## src/rtl/sdf_ntt_ctrl_if.sv

```systemverilog
// rtl/sdf_ntt_ctrl_if.sv - handshake and sequencing bus of the SDF NTT controller
interface sdf_ntt_ctrl_if #(
  parameter int ADDR_W = 6
);
  logic                     abort;
  logic                     in_valid;
  logic                     in_ready;
  logic                     stage_adv;
  logic [ADDR_W-1:0]        bf_mode;
  logic [ADDR_W*ADDR_W-1:0] tw_idx;
  logic                     out_valid;
  logic                     out_last;
  logic                     busy;
  logic                     done;

  modport master (
    output abort, in_valid,
    input  in_ready, stage_adv, bf_mode, tw_idx, out_valid, out_last, busy, done
  );

  modport slave (
    input  abort, in_valid,
    output in_ready, stage_adv, bf_mode, tw_idx, out_valid, out_last, busy, done
  );
endinterface

```

## src/rtl/sdf_ntt_ctrl.sv

```systemverilog
// rtl/sdf_ntt_ctrl.sv - sequencing controller for a radix-2 single-path delay-feedback NTT pipeline
// One global advance counter g drives every stage's window, mode and twiddle decode.
module sdf_ntt_ctrl #(
  parameter int ADDR_W = 6,
  parameter int BF_LAT = 1,
  parameter int CNT_W  = 8
) (
  input logic           clk,
  input logic           rst_n,
  sdf_ntt_ctrl_if.slave ctrl_if
);

  localparam int N     = 1 << ADDR_W;
  localparam int TOTAL = (N - 1) + ADDR_W * BF_LAT;

  localparam logic [CNT_W-1:0] G_FILL_END = CNT_W'(N - 1);
  localparam logic [CNT_W-1:0] G_LAST     = CNT_W'(N + TOTAL - 1);
  localparam logic [CNT_W-1:0] G_OUT0     = CNT_W'(TOTAL);

  typedef enum logic [1:0] {
    S_IDLE  = 2'd0,
    S_RUN   = 2'd1,
    S_DRAIN = 2'd2
  } state_t;

  state_t            state_q, state_d;
  logic [CNT_W-1:0]  g_q, g_d;
  logic              done_q, done_d;
  logic              in_ready_w;
  logic              stage_adv_w;
  logic [ADDR_W-1:0]        bf_mode_w;
  logic [ADDR_W*ADDR_W-1:0] tw_idx_w;

  always_ff @(posedge clk or negedge rst_n) begin
    if (!rst_n) begin
      state_q <= S_IDLE;
      g_q     <= '0;
      done_q  <= 1'b0;
    end else begin
      state_q <= state_d;
      g_q     <= g_d;
      done_q  <= done_d;
    end
  end

  // abort outranks every transition; g only moves on an advance
  always_comb begin
    state_d = state_q;
    g_d     = g_q;
    done_d  = 1'b0;
    if (ctrl_if.abort) begin
      state_d = S_IDLE;
      g_d     = '0;
    end else begin
      case (state_q)
        S_IDLE: begin
          if (ctrl_if.in_valid) begin
            state_d = S_RUN;
            g_d     = CNT_W'(1);
          end
        end
        S_RUN: begin
          if (ctrl_if.in_valid) begin
            g_d = g_q + CNT_W'(1);
            if (g_q == G_FILL_END) begin
              state_d = S_DRAIN;
            end
          end
        end
        S_DRAIN: begin
          if (g_q == G_LAST) begin
            state_d = S_IDLE;
            g_d     = '0;
            done_d  = 1'b1;
          end else begin
            g_d = g_q + CNT_W'(1);
          end
        end
        default: begin
          state_d = S_IDLE;
          g_d     = '0;
        end
      endcase
    end
  end

  always_comb begin
    in_ready_w  = 1'b0;
    stage_adv_w = 1'b0;
    case (state_q)
      S_IDLE, S_RUN: begin
        in_ready_w  = 1'b1;
        stage_adv_w = ctrl_if.in_valid;
      end
      S_DRAIN: stage_adv_w = 1'b1;
      default: ;
    endcase
    if (ctrl_if.abort) begin
      in_ready_w  = 1'b0;
      stage_adv_w = 1'b0;
    end
  end

  // stage s sees the frame delayed by off_s advances; c is its position in that window
  for (genvar s = 0; s < ADDR_W; s++) begin : g_stage
    localparam int OFF = N - (N >> s) + s * BF_LAT;
    logic              active;
    logic [ADDR_W-1:0] c;
    logic [ADDR_W-1:0] k;
    assign active = (g_q >= CNT_W'(OFF)) && (g_q < CNT_W'(OFF + N));
    assign c      = ADDR_W'(g_q - CNT_W'(OFF));
    assign k      = c >> (ADDR_W - s);
    assign bf_mode_w[s] = active & c[ADDR_W-1-s];
    assign tw_idx_w[s*ADDR_W +: ADDR_W] = active ? (ADDR_W'((1 << s) - 1) + k) : '0;
  end

  assign ctrl_if.in_ready  = in_ready_w;
  assign ctrl_if.stage_adv = stage_adv_w;
  assign ctrl_if.bf_mode   = bf_mode_w;
  assign ctrl_if.tw_idx    = tw_idx_w;
  assign ctrl_if.out_valid = stage_adv_w & (g_q >= G_OUT0);
  assign ctrl_if.out_last  = stage_adv_w & (g_q >= G_OUT0) & (g_q == G_LAST);
  assign ctrl_if.busy      = (state_q != S_IDLE);
  assign ctrl_if.done      = done_q;

endmodule

```

## src/flat_wrapper.sv

```systemverilog
// flat-port wrapper written by rule: the top's interface ports become plain ports
module sdf_ntt_ctrl_flat 
#(
  parameter int ADDR_W = 6,
  parameter int BF_LAT = 1,
  parameter int CNT_W  = 8
)
  (clk, rst_n, ctrl_if_abort, ctrl_if_in_valid, ctrl_if_in_ready, ctrl_if_stage_adv, ctrl_if_bf_mode, ctrl_if_tw_idx, ctrl_if_out_valid, ctrl_if_out_last, ctrl_if_busy, ctrl_if_done);
  sdf_ntt_ctrl_if #(.ADDR_W(ADDR_W)) ctrl_if_i ();
  input logic clk;
  input logic rst_n;
  input wire logic [$bits(ctrl_if_i.abort)-1:0] ctrl_if_abort;
  input wire logic [$bits(ctrl_if_i.in_valid)-1:0] ctrl_if_in_valid;
  output wire logic [$bits(ctrl_if_i.in_ready)-1:0] ctrl_if_in_ready;
  output wire logic [$bits(ctrl_if_i.stage_adv)-1:0] ctrl_if_stage_adv;
  output wire logic [$bits(ctrl_if_i.bf_mode)-1:0] ctrl_if_bf_mode;
  output wire logic [$bits(ctrl_if_i.tw_idx)-1:0] ctrl_if_tw_idx;
  output wire logic [$bits(ctrl_if_i.out_valid)-1:0] ctrl_if_out_valid;
  output wire logic [$bits(ctrl_if_i.out_last)-1:0] ctrl_if_out_last;
  output wire logic [$bits(ctrl_if_i.busy)-1:0] ctrl_if_busy;
  output wire logic [$bits(ctrl_if_i.done)-1:0] ctrl_if_done;
  assign ctrl_if_i.abort = ctrl_if_abort;
  assign ctrl_if_i.in_valid = ctrl_if_in_valid;
  assign ctrl_if_in_ready = ctrl_if_i.in_ready;
  assign ctrl_if_stage_adv = ctrl_if_i.stage_adv;
  assign ctrl_if_bf_mode = ctrl_if_i.bf_mode;
  assign ctrl_if_tw_idx = ctrl_if_i.tw_idx;
  assign ctrl_if_out_valid = ctrl_if_i.out_valid;
  assign ctrl_if_out_last = ctrl_if_i.out_last;
  assign ctrl_if_busy = ctrl_if_i.busy;
  assign ctrl_if_done = ctrl_if_i.done;
  sdf_ntt_ctrl #(.ADDR_W(ADDR_W), .BF_LAT(BF_LAT), .CNT_W(CNT_W)) u_core (.clk(clk), .rst_n(rst_n), .ctrl_if(ctrl_if_i));
endmodule
```

## config.mk

```make
export PLATFORM = sky130hd
export DESIGN_NAME = sdf_ntt_ctrl_flat
export DESIGN_NICKNAME = d
export VERILOG_FILES = /design/src/rtl/sdf_ntt_ctrl_if.sv /design/src/rtl/sdf_ntt_ctrl.sv /design/src/flat_wrapper.sv
export SDC_FILE = /design/constraint.sdc
export NUM_CORES = 1
export LEC_CHECK = 0
export ABC_AREA = 1
export CAP_MARGIN = 20
export CORE_ASPECT_RATIO = 1.1
export CORE_MARGIN = 2
export CORE_UTILIZATION = 42
export CTS_CLUSTER_DIAMETER = 100
export CTS_CLUSTER_SIZE = 25
export DETAILED_ROUTE_END_ITERATION = 6
export DONT_BUFFER_PORTS = 1
export REMOVE_ABC_BUFFERS = 1
export SLEW_MARGIN = 0
export SYNTH_ARGS = -nofsm -noshare
export SYNTH_HDL_FRONTEND = slang
export SYNTH_SLANG_ARGS = --single-unit
```

## constraint.sdc

```tcl
create_clock -name clk -period 3.3 [get_ports clk]
set_input_delay 0.165 -clock clk [delete_from_list [all_inputs] [get_ports clk]]
set_output_delay 0.165 -clock clk [all_outputs]
set_load 0.05 [all_outputs]
```

# Word-level counts from Yosys, hierarchy flattened
# Index checks and enable logic that the tools add are counted.
[word_totals]
output_inout_bits = 48
in_bits = 4
regBits = 11
[classes]
n_mux = 23
addsub = 11
order_cmp = 13
n_bitwise = 8
n_reduce_logical = 11
eq_ne = 8
[op_table]
columns = ["operator", "count"]
rows = [
  ["less-than comparator 8 x 7 -> 1 bit (second input constant)", 4],
  ["two-way mux 8 bit", 4],
  ["two-way mux 6 bit", 5],
  [">= comparator 8 x 6 -> 1 bit (second input constant)", 3],
  [">= comparator 8 x 7 -> 1 bit (second input constant)", 3],
  ["case mux 8 bit (3 select lines)", 1],
  ["subtractor 6 bit (second input constant)", 3],
  ["less-than comparator 8 bit (second input constant)", 2],
  ["two-way mux 2 bit", 5],
  ["adder 8 x 1 -> 8 bit (second input constant)", 1],
  ["AND 1 bit", 8],
  ["== test 8 x 6 -> 1 bit (second input constant)", 1],
  ["== test 8 bit (second input constant)", 1],
  [">= comparator 8 x 1 -> 1 bit (second input constant)", 1],
  ["adder 5 x 5 -> 6 bit (first input constant)", 1],
  ["logical AND 1 bit", 6],
  ["two-way mux 1 bit", 6],
  ["!= test 3 x 2 -> 1 bit (second input constant)", 2],
  ["!= test 3 bit (second input constant)", 2],
  ["case mux 2 bit (3 select lines)", 1],
  ["subtractor 6 x 1 -> 6 bit (second input constant)", 1],
  ["subtractor 6 x 2 -> 6 bit (second input constant)", 1],
  ["adder 4 x 4 -> 5 bit (first input constant)", 1],
  ["adder 3 x 3 -> 4 bit (first input constant)", 1],
  ["10 further kinds", 10],
]

# Depth between registers and ports, before layout
# Gate-level depths: netlist (run 1).
[depth]
depth_word = 6
depth_mapped = 12
depth_no_buf = 10

# Worst setup path after synthesis (run 1)
# OpenSTA, ideal clock, no wires.
[synth_path]
path_kind = "register to output"
startpoint = "register u_core.state_q[1]"
endpoint = "output ctrl_if_out_last"
path_slack_ns = 0.885
n_path_buf = 0
path_stages_with_launch = 5
t_arrival_ns = 2.250
path_cell_list = "dfrtp_1 o21ai_0 a21oi_1 nand3_1 nor2_1"
[synth_between]
elab_chain_len = 6
word_cells_on_any_way = 8
cone_classes = "eq/ne: 2; mux: 2; bitwise: 2; reduce/logical: 2"
[synth_lines]
columns = ["element", "line", "source"]
rows = [
  ["start: declaration", "sdf_ntt_ctrl.sv:26", "state_t state_q, state_d;"],
  ["start signal: assignment", "sdf_ntt_ctrl.sv:40", "state_q <= state_d;"],
  ["== test 2 x 1 -> 1 bit / logical NOT 2 bit (equally long branches)", "sdf_ntt_ctrl.sv:90", "case (state_q)"],
  ["OR reduction 2 bit", "sdf_ntt_ctrl.sv:90", ""],
  ["case mux 1 bit (2 select lines) (*)", "sdf_ntt_ctrl.sv:90", ""],
  ["two-way mux 1 bit (*)", "sdf_ntt_ctrl.sv:98", "if (ctrl_if.abort) begin"],
  ["named net ctrl_if_stage_adv", "flat_wrapper.sv:15", "output wire logic [$bits(ctrl_if_i.stage_adv)-1:0] ctrl_if_stage_adv;"],
  ["AND 1 bit (*) (2 in a row)", "sdf_ntt_ctrl.sv:122", "assign ctrl_if.out_last = stage_adv_w & (g_q >= G_OUT0) & (g_q == G_LAST);"],
  ["end: declaration", "flat_wrapper.sv:19", "output wire logic [$bits(ctrl_if_i.out_last)-1:0] ctrl_if_out_last;"],
]
# Mark *: on every way through the listed nets, which the timed path passes. The rest lies on a longest branch.

# Worst setup path in the final report (run 1)
[layout_path]
startpoint = "register u_core.g_q[3]"
endpoint = "output ctrl_if_tw_idx[13]"
[layout_between]
elab_chain_len = 3
word_cells_on_any_way = 6
cone_classes = "add/sub: 2; order compare: 2; mux: 1; reduce/logical: 1"
[layout_lines]
columns = ["element", "line", "source"]
rows = [
  ["start: declaration", "sdf_ntt_ctrl.sv:27", "logic [CNT_W-1:0] g_q, g_d;"],
  ["start signal: assignment", "sdf_ntt_ctrl.sv:41", "g_q <= g_d;"],
  ["subtractor 6 bit, or another cell as far along", "sdf_ntt_ctrl.sv:111", "assign c = ADDR_W'(g_q - CNT_W'(OFF));"],
  ["adder 2 x 2 -> 3 bit / logical AND 1 bit (equally long branches)", "sdf_ntt_ctrl.sv:114, sdf_ntt_ctrl.sv:110", ""],
  ["two-way mux 6 bit (*)", "sdf_ntt_ctrl.sv:114", "assign tw_idx_w[s*ADDR_W +: ADDR_W] = active ? (ADDR_W'((1 << s) - 1) + k) : '0;"],
  ["end: declaration", "flat_wrapper.sv:17", "output wire logic [$bits(ctrl_if_i.tw_idx)-1:0] ctrl_if_tw_idx;"],
]
# Mark *: on every way between the ends. The rest lies on a longest branch, timed or not.

==> results.ini, run 1 <==
[outcome]
status=complete, no violations

[clocking]
cts.sinks=11
post_cts_buffers=0
cts_resized=0
clk_latency_ns=0.26
clkSlewWorstSetupHoldPaths_ns=0.07
root_buffer=clkbuf_4
h-tree-depth=1
cts.path.max_buffers=2
cts_buffers=3
cts_tree=built

[placement]
numPortBuffers=0
gp_congestion=0.869
dp_hpwl_mm=2.93

[global_route]
antenna_found_initial=0
grt_pass1_wl_mm=5.99
grt_overflow_total=0
grt_pass1_vias=1300
grt_max_degree=16
grt_usage=0.195

[worst_setup_path]
startpoint_type=register
critPathCaptureType=output port
crit_slowest_cell=dfrtp_1
slowest_delay_ns=0.49
crit_type=reg -> out
ff2ff_setup_slack_ns=1.54
crit_buf_inv=3
arrival_ns=2.36
crit_path_max_fanout=10
cp_top_family=adder cells
required_ns=3.13
crit_chain=inv_1, ha_1, inv_1, o21ai_0, nand2_1, ha_1, nor2_1, buf_4

[logic_synthesis]
synthSimpleGateAreaFrac=0.362
ys_types=26
synth_top_area_share=0.185
synth_xor_area_frac=0.0623
synthMuxAreaShare=0
synth_area_sq_mm=0.00149
yosys-top-cells-count=62 x nand2_1, 36 x nor2_1, 34 x inv_1, 23 x nand3_1, 16 x buf_4
synth_top_family_by_area=simple AND/OR/NAND/NOR gates
ys.flop_type=dfrtp_1
yosys_warnings=0
synth_edf_count=0
synthArstFlopShare=1.00
synth_fa_ha_area_frac=0.0926
yosys.area.top_type=dfrtp_1
synth-compound-area-share=0.106
yosys.cell_count.top_type=nand2_1
synthCells=246
ys_seq_elements=11
avgSynthCellArea_sq_um=6.04
ys_seq_area_frac=0.185
ys_top_cells_by_area=dfrtp_1 19%, nand2_1 16%, ha_1 9.3%

[sta]
timing.fmax_mhz=395
period_share=0.766
drv_slew=0
finClkSkew_ns=0.00781
setup_viol=0
finalCriticalPeriod_ns=2.53
holdWs_ns=0.112
rsz0062_at_grt=no
fin_tns_setup_ns=0
max_slew_margin=0.401
hold_viol=0
worstMarginPinSlew_ns=0.895

[final_layout]
area_growth_syn_to_layout_pct=13.7
antenna_cells=0
layout-drive-gt1-share=0.125
final_nets=288

[route]
wl_met2_mm=1.80
drt_iter0_drc=69
route.met3.wl_um=124
vias_per_cell=4.87
wl_met1_mm=1.70
top_layer=met4
post_drt_wl_per_cell_um=11.5
vias=1559
drc=0
ant_nets=0
firstDrtPassIters=4
wirelength_mm=3.68

[pwr]
p_int_uw=203
powerDensity_mw_per_mm2=198
combPwrFrac=0.305
clkPwrFrac=0.265
vdd_drop_max_mv=0.228
p_sw_uw=133
seq_power_share=0.429
p_leak_nw=1.04
power_switching_share=0.395

[die]
io_pins=52
core_area_sq_mm=0.00336
die_x_um=60.7
rows=22
start_util=0.443
die_area_sq_mm=0.00403
fp.dieH_um=66.4

[job]
cap_violations=0

[hold_path]
hold_class=in -> reg

-- registers in the layout (all words and copies together), names as in the netlist --
name,count
u_core.state_q,2
u_core.g_q,8
u_core.ctrl_if.done,1
-- power groups by stage --
| stage | combinational (mW) | clock, mW | sequential (mW) |
|---|---|---|---|
| after global routing | 0.113 | 0.0988 | 0.145 |
| final | 0.102 | 0.0890 | 0.144 |
| after global placement | 0.0981 | 0 | 0.146 |
| after detailed placement | 0.0976 | 0 | 0.147 |
| after floorplan | 0.0862 | 0 | 0.145 |
| after CTS | 0.103 | 0.0931 | 0.144 |
-- worst reg2reg max path: stages (launching register included) --
cell	delay [ns]
dfrtp_1	0.52
inv_1	0.22
ha_1	0.26
nand2_1	0.07
inv_1	0.05
nand3_1	0.13
nand2_1	0.06
nand2_1	0.08
nand2_1	0.10
o21ai_0	0.18
-- area by class of cell --
cell class	count	area, sq um
repair buffers	27	208
multi-input cells	194	986
inverters	36	135
flip-flops and latches	11	275
well taps	48	60.1
clock buffers	4	26.3
fillers	363	1670
-- path summary, 6_finish.rpt --
check	start	end	depth (start not counted)
min in group asynchronous	rst_n	u_core.ctrl_if.done	1
setup / recovery	u_core.g_q[3]	ctrl_if_tw_idx[13]	8
hold / removal	ctrl_if_abort	u_core.state_q[1]	3
hold reg to reg	u_core.state_q[0]	u_core.ctrl_if.done	1
max in group asynchronous	rst_n	u_core.g_q[1]	1
setup reg to reg	u_core.g_q[3]	u_core.g_q[7]	9
-- cell families (layout without fill, tap and decap cells) --
kind of cell    after synthesis  after routing
compound gates               28             28
buf+inv                      56             67
other cells                   1             16
flops                        11             11
xor+xnor                      9              9
fa+ha+maj                    11             11
simple gates                130            130
-- layer usage --
layer  vias up  GRT usage
met5         -          0
met2        45      0.323
li1        806          -
met1       704      0.266
met4         0     0.0707
met3         4    0.00587
-- cell usage in the layout (no fill, tap or decap), types with 2 or more instances in the layout --
cell type and n:
dfrtp_1 11, nor2_1 36, inv_1 34, nand4_1 4
nor4_1 2, nand3_1 23, conb_1 16, o21ai_0 11
clkbuf_4 3, a21oi_1 12, xor2_1 7, ha_1 11
inv_2 2, dlygate4sd3_1 2, nand2_1 62, buf_4 25
-- per-stage QoR --
step / instance area, sq um / std cells / total power, mW / setup WS (ns) / util
detailed placement: 1640 / 314 / 0.244 / 1.06 / 0.490
CTS: 1690 / 320 / 0.340 / 0.765 / 0.503
floorplan: 1400 / 241 / 0.231 / 0.885 / -
global placement: 1640 / 314 / 0.245 / 1.12 / 0.490
global route: 1690 / 320 / 0.356 / 0.560 / 0.503
finish: 1690 / 320 / 0.335 / 0.771 / 0.503
-- timing repair --
item | 4_1_cts | 5_1_grt
endpoints found under the setup margin | 0 | 0
hold endpoints to repair | 12 | 0
hold buffers | 2 | 0
(Power assumes the default switching activity.)
==> run 2: changes to the inputs <==
Clock period 3.3 ns to 2.6 ns, I/O delays scaled along.
==> results.ini, run 2 (synthesis results as in run 1) <==
[outcome]
status=complete, no violations

[worst_setup_path]
r2r_start=u_core.g_q[3]
arrival_ns=2.25  ; -0.11 ns
crit_start=u_core.g_q[3]
path_depth=8  ; unchanged
crit_path_max_fanout=10  ; unchanged
rr_worst_depth=9  ; unchanged
slowest_delay_ns=0.49  ; about the same
crit_end=ctrl_if_tw_idx[13]
crit_chain=inv_1, ha_2, inv_1, o21ai_0, nand2_1, ha_1, nor2_1, buf_4
r2r_end=u_core.g_q[2]
required_ns=2.47  ; -0.66 ns
ff2ff_setup_slack_ns=0.86  ; -0.68 ns
crit_type=reg -> out
crit_buf_inv=3  ; unchanged
startpoint_type=register
cp_top_family=adder cells
crit_top_cell=inv_1
critPathCaptureType=output port
crit_slowest_cell=dfrtp_1

[route]
vias=1567  ; +0.51%
ant_nets=0  ; unchanged
drt_iter0_drc=66  ; -4.3%
vias_per_cell=4.81  ; -1.3%
firstDrtPassIters=4  ; unchanged
post_drt_wl_per_cell_um=11.8  ; +3.1%
drc=0  ; unchanged
wirelength_mm=3.86  ; +5.1%

[hold_path]
hold_class=in -> reg

[final_layout]
final_common_cell=nand2_1
area_growth_syn_to_layout_pct=17.0
layout_common_cells=62 x nand2_1, 36 x nor2_1, 34 x inv_1, 31 x buf_4, 23 x nand3_1
layout-drive-gt1-share=0.151  ; +0.0261
nFillCells=380  ; +4.7%
final_nets=294  ; +2.1%
layout.cells.non_filler=326  ; +1.9%
antenna_cells=0  ; unchanged
regMostFlops=u_core.g_q
largest_reg_flops=8  ; unchanged

[die]
die_x_um=60.7  ; unchanged
io_pins=52  ; unchanged
die_area_sq_mm=0.00403  ; unchanged
rows=22  ; unchanged
fp.dieH_um=66.4  ; unchanged
start_util=0.443  ; unchanged
core_area_sq_mm=0.00336  ; unchanged

[pwr]
p_sw_uw=169  ; +27%
powerDensity_mw_per_mm2=245  ; +24%
power_switching_share=0.396  ; +0.000696
clkPwrFrac=0.266  ; about the same
vdd_drop_max_mv=0.261  ; +14%
p_int_uw=258  ; +27%
combPwrFrac=0.307  ; +0.002
seq_power_share=0.427  ; -0.002
p_leak_nw=1.07  ; +2.9%

[job]
cap_violations=0  ; unchanged

[global_route]
grt_pass1_vias=1384  ; +6.5%
antenna_found_initial=0  ; unchanged
grt_pass1_wl_mm=6.51  ; +8.6%
globalRoute.busiestLayer=met2
met3_usage=0.0117  ; +0.00587
grt_usage=0.212  ; +0.0168
grt_overflow_total=0  ; unchanged
grt_max_degree=12  ; -4
met2_usage=0.340  ; +0.0175
met1_usage=0.290  ; +0.0243

[clocking]
cts_tree=built
cts.sinks=11  ; unchanged
root_buffer=clkbuf_4
clk_latency_ns=0.26  ; about the same
cts_buffers=3  ; unchanged
h-tree-depth=1  ; unchanged
cts.path.max_buffers=2  ; unchanged
clkSlewWorstSetupHoldPaths_ns=0.07  ; about the same

[sta]
finClkSkew_ns=0.00122  ; -0.00660 ns
max_slew_margin=0.647  ; +0.246
timing.fmax_mhz=420
worstMarginPinSlew_ns=0.528  ; -0.368 ns
setup_viol=0  ; unchanged
hold_viol=0  ; unchanged
period_share=0.917
drv_slew=0  ; unchanged
finalCriticalPeriod_ns=2.38
fin_tns_setup_ns=0  ; unchanged
rsz0062_at_grt=no

[placement]
placedCellCount=320  ; +1.9%
numPortBuffers=0  ; unchanged
gp_congestion=0.923  ; +6.3%
dp_hpwl_mm=3.12  ; +6.7%

==> run 2: power groups by stage <==
stage	clock [mW]	sequential [mW]	combinational, mW
after floorplan	0	0.184	0.109
after global placement	0	0.185	0.124
after detailed placement	0	0.185	0.125
after CTS	0.121	0.182	0.131
after global routing	0.125	0.183	0.144
final	0.113	0.182	0.131
==> run 2: layout make-up <==
cell class	instances	area, sq um	area share
Multi-Input combinational cell	194	988	0.568
Sequential cell	11	277	0.159
Timing Repair Buffer	33	253	0.145
Inverter	36	135	0.0777
Tap cell	48	60.1	0.0345
Clock buffer	4	26.3	0.0151
==> run 2: worst min path at each step <==
stage | from | end | slack, ns | cells past startpoint
final | ctrl_if_abort | u_core.state_q[1] | 0.1 | 3
after global routing | ctrl_if_abort | u_core.state_q[1] | 0.1 | 3
after CTS | ctrl_if_abort | u_core.state_q[1] | 0.08 | 3
after detailed placement | rst_n | u_core.ctrl_if.done | -0.17 | 0
after global placement | rst_n | u_core.ctrl_if.done | -0.17 | 0
after floorplan | rst_n | u_core.ctrl_if.done | -0.17 | 0
==> run 2: timing repair <==
| action | 4_1_cts | 5_1_grt |
|---|---|---|
| resized for setup | 0 | 2 |
| hold buffers | 2 | 0 |
| hold endpoints to repair | 12 | 0 |
| endpoints found under the setup margin | 0 | 2 |
| setup buffers | 0 | 0 |
==> run 2: stage by stage <==
step	setup slack [ns]	area (sq um)	total power, mW	utilization	hold slack, ns
floorplan	0.220	1400	0.293	-	-0.166
global placement	0.528	1690	0.310	0.503	-0.165
detailed placement	0.448	1690	0.310	0.503	-0.165
CTS	0.153	1740	0.434	0.517	0.0790
global route	0.0404	1740	0.452	0.518	0.0961
finish	0.217	1740	0.426	0.518	0.0993
==> run 2: routing by layer <==
metal / routed length [um] / up-vias
met2: 1790 / 48
li1: - / 810
met3: 160 / 8
met1: 1810 / 701
met4: 92 / 0
met5: 0 / -
==> run 2: worst min-delay path: cells and delay by family <==
kind,cells,cell delay [ns]
and+or+nand+nor,1,0.03
AOI/OAI and AO/OA,1,0.08
buffers and inverters,1,0.07
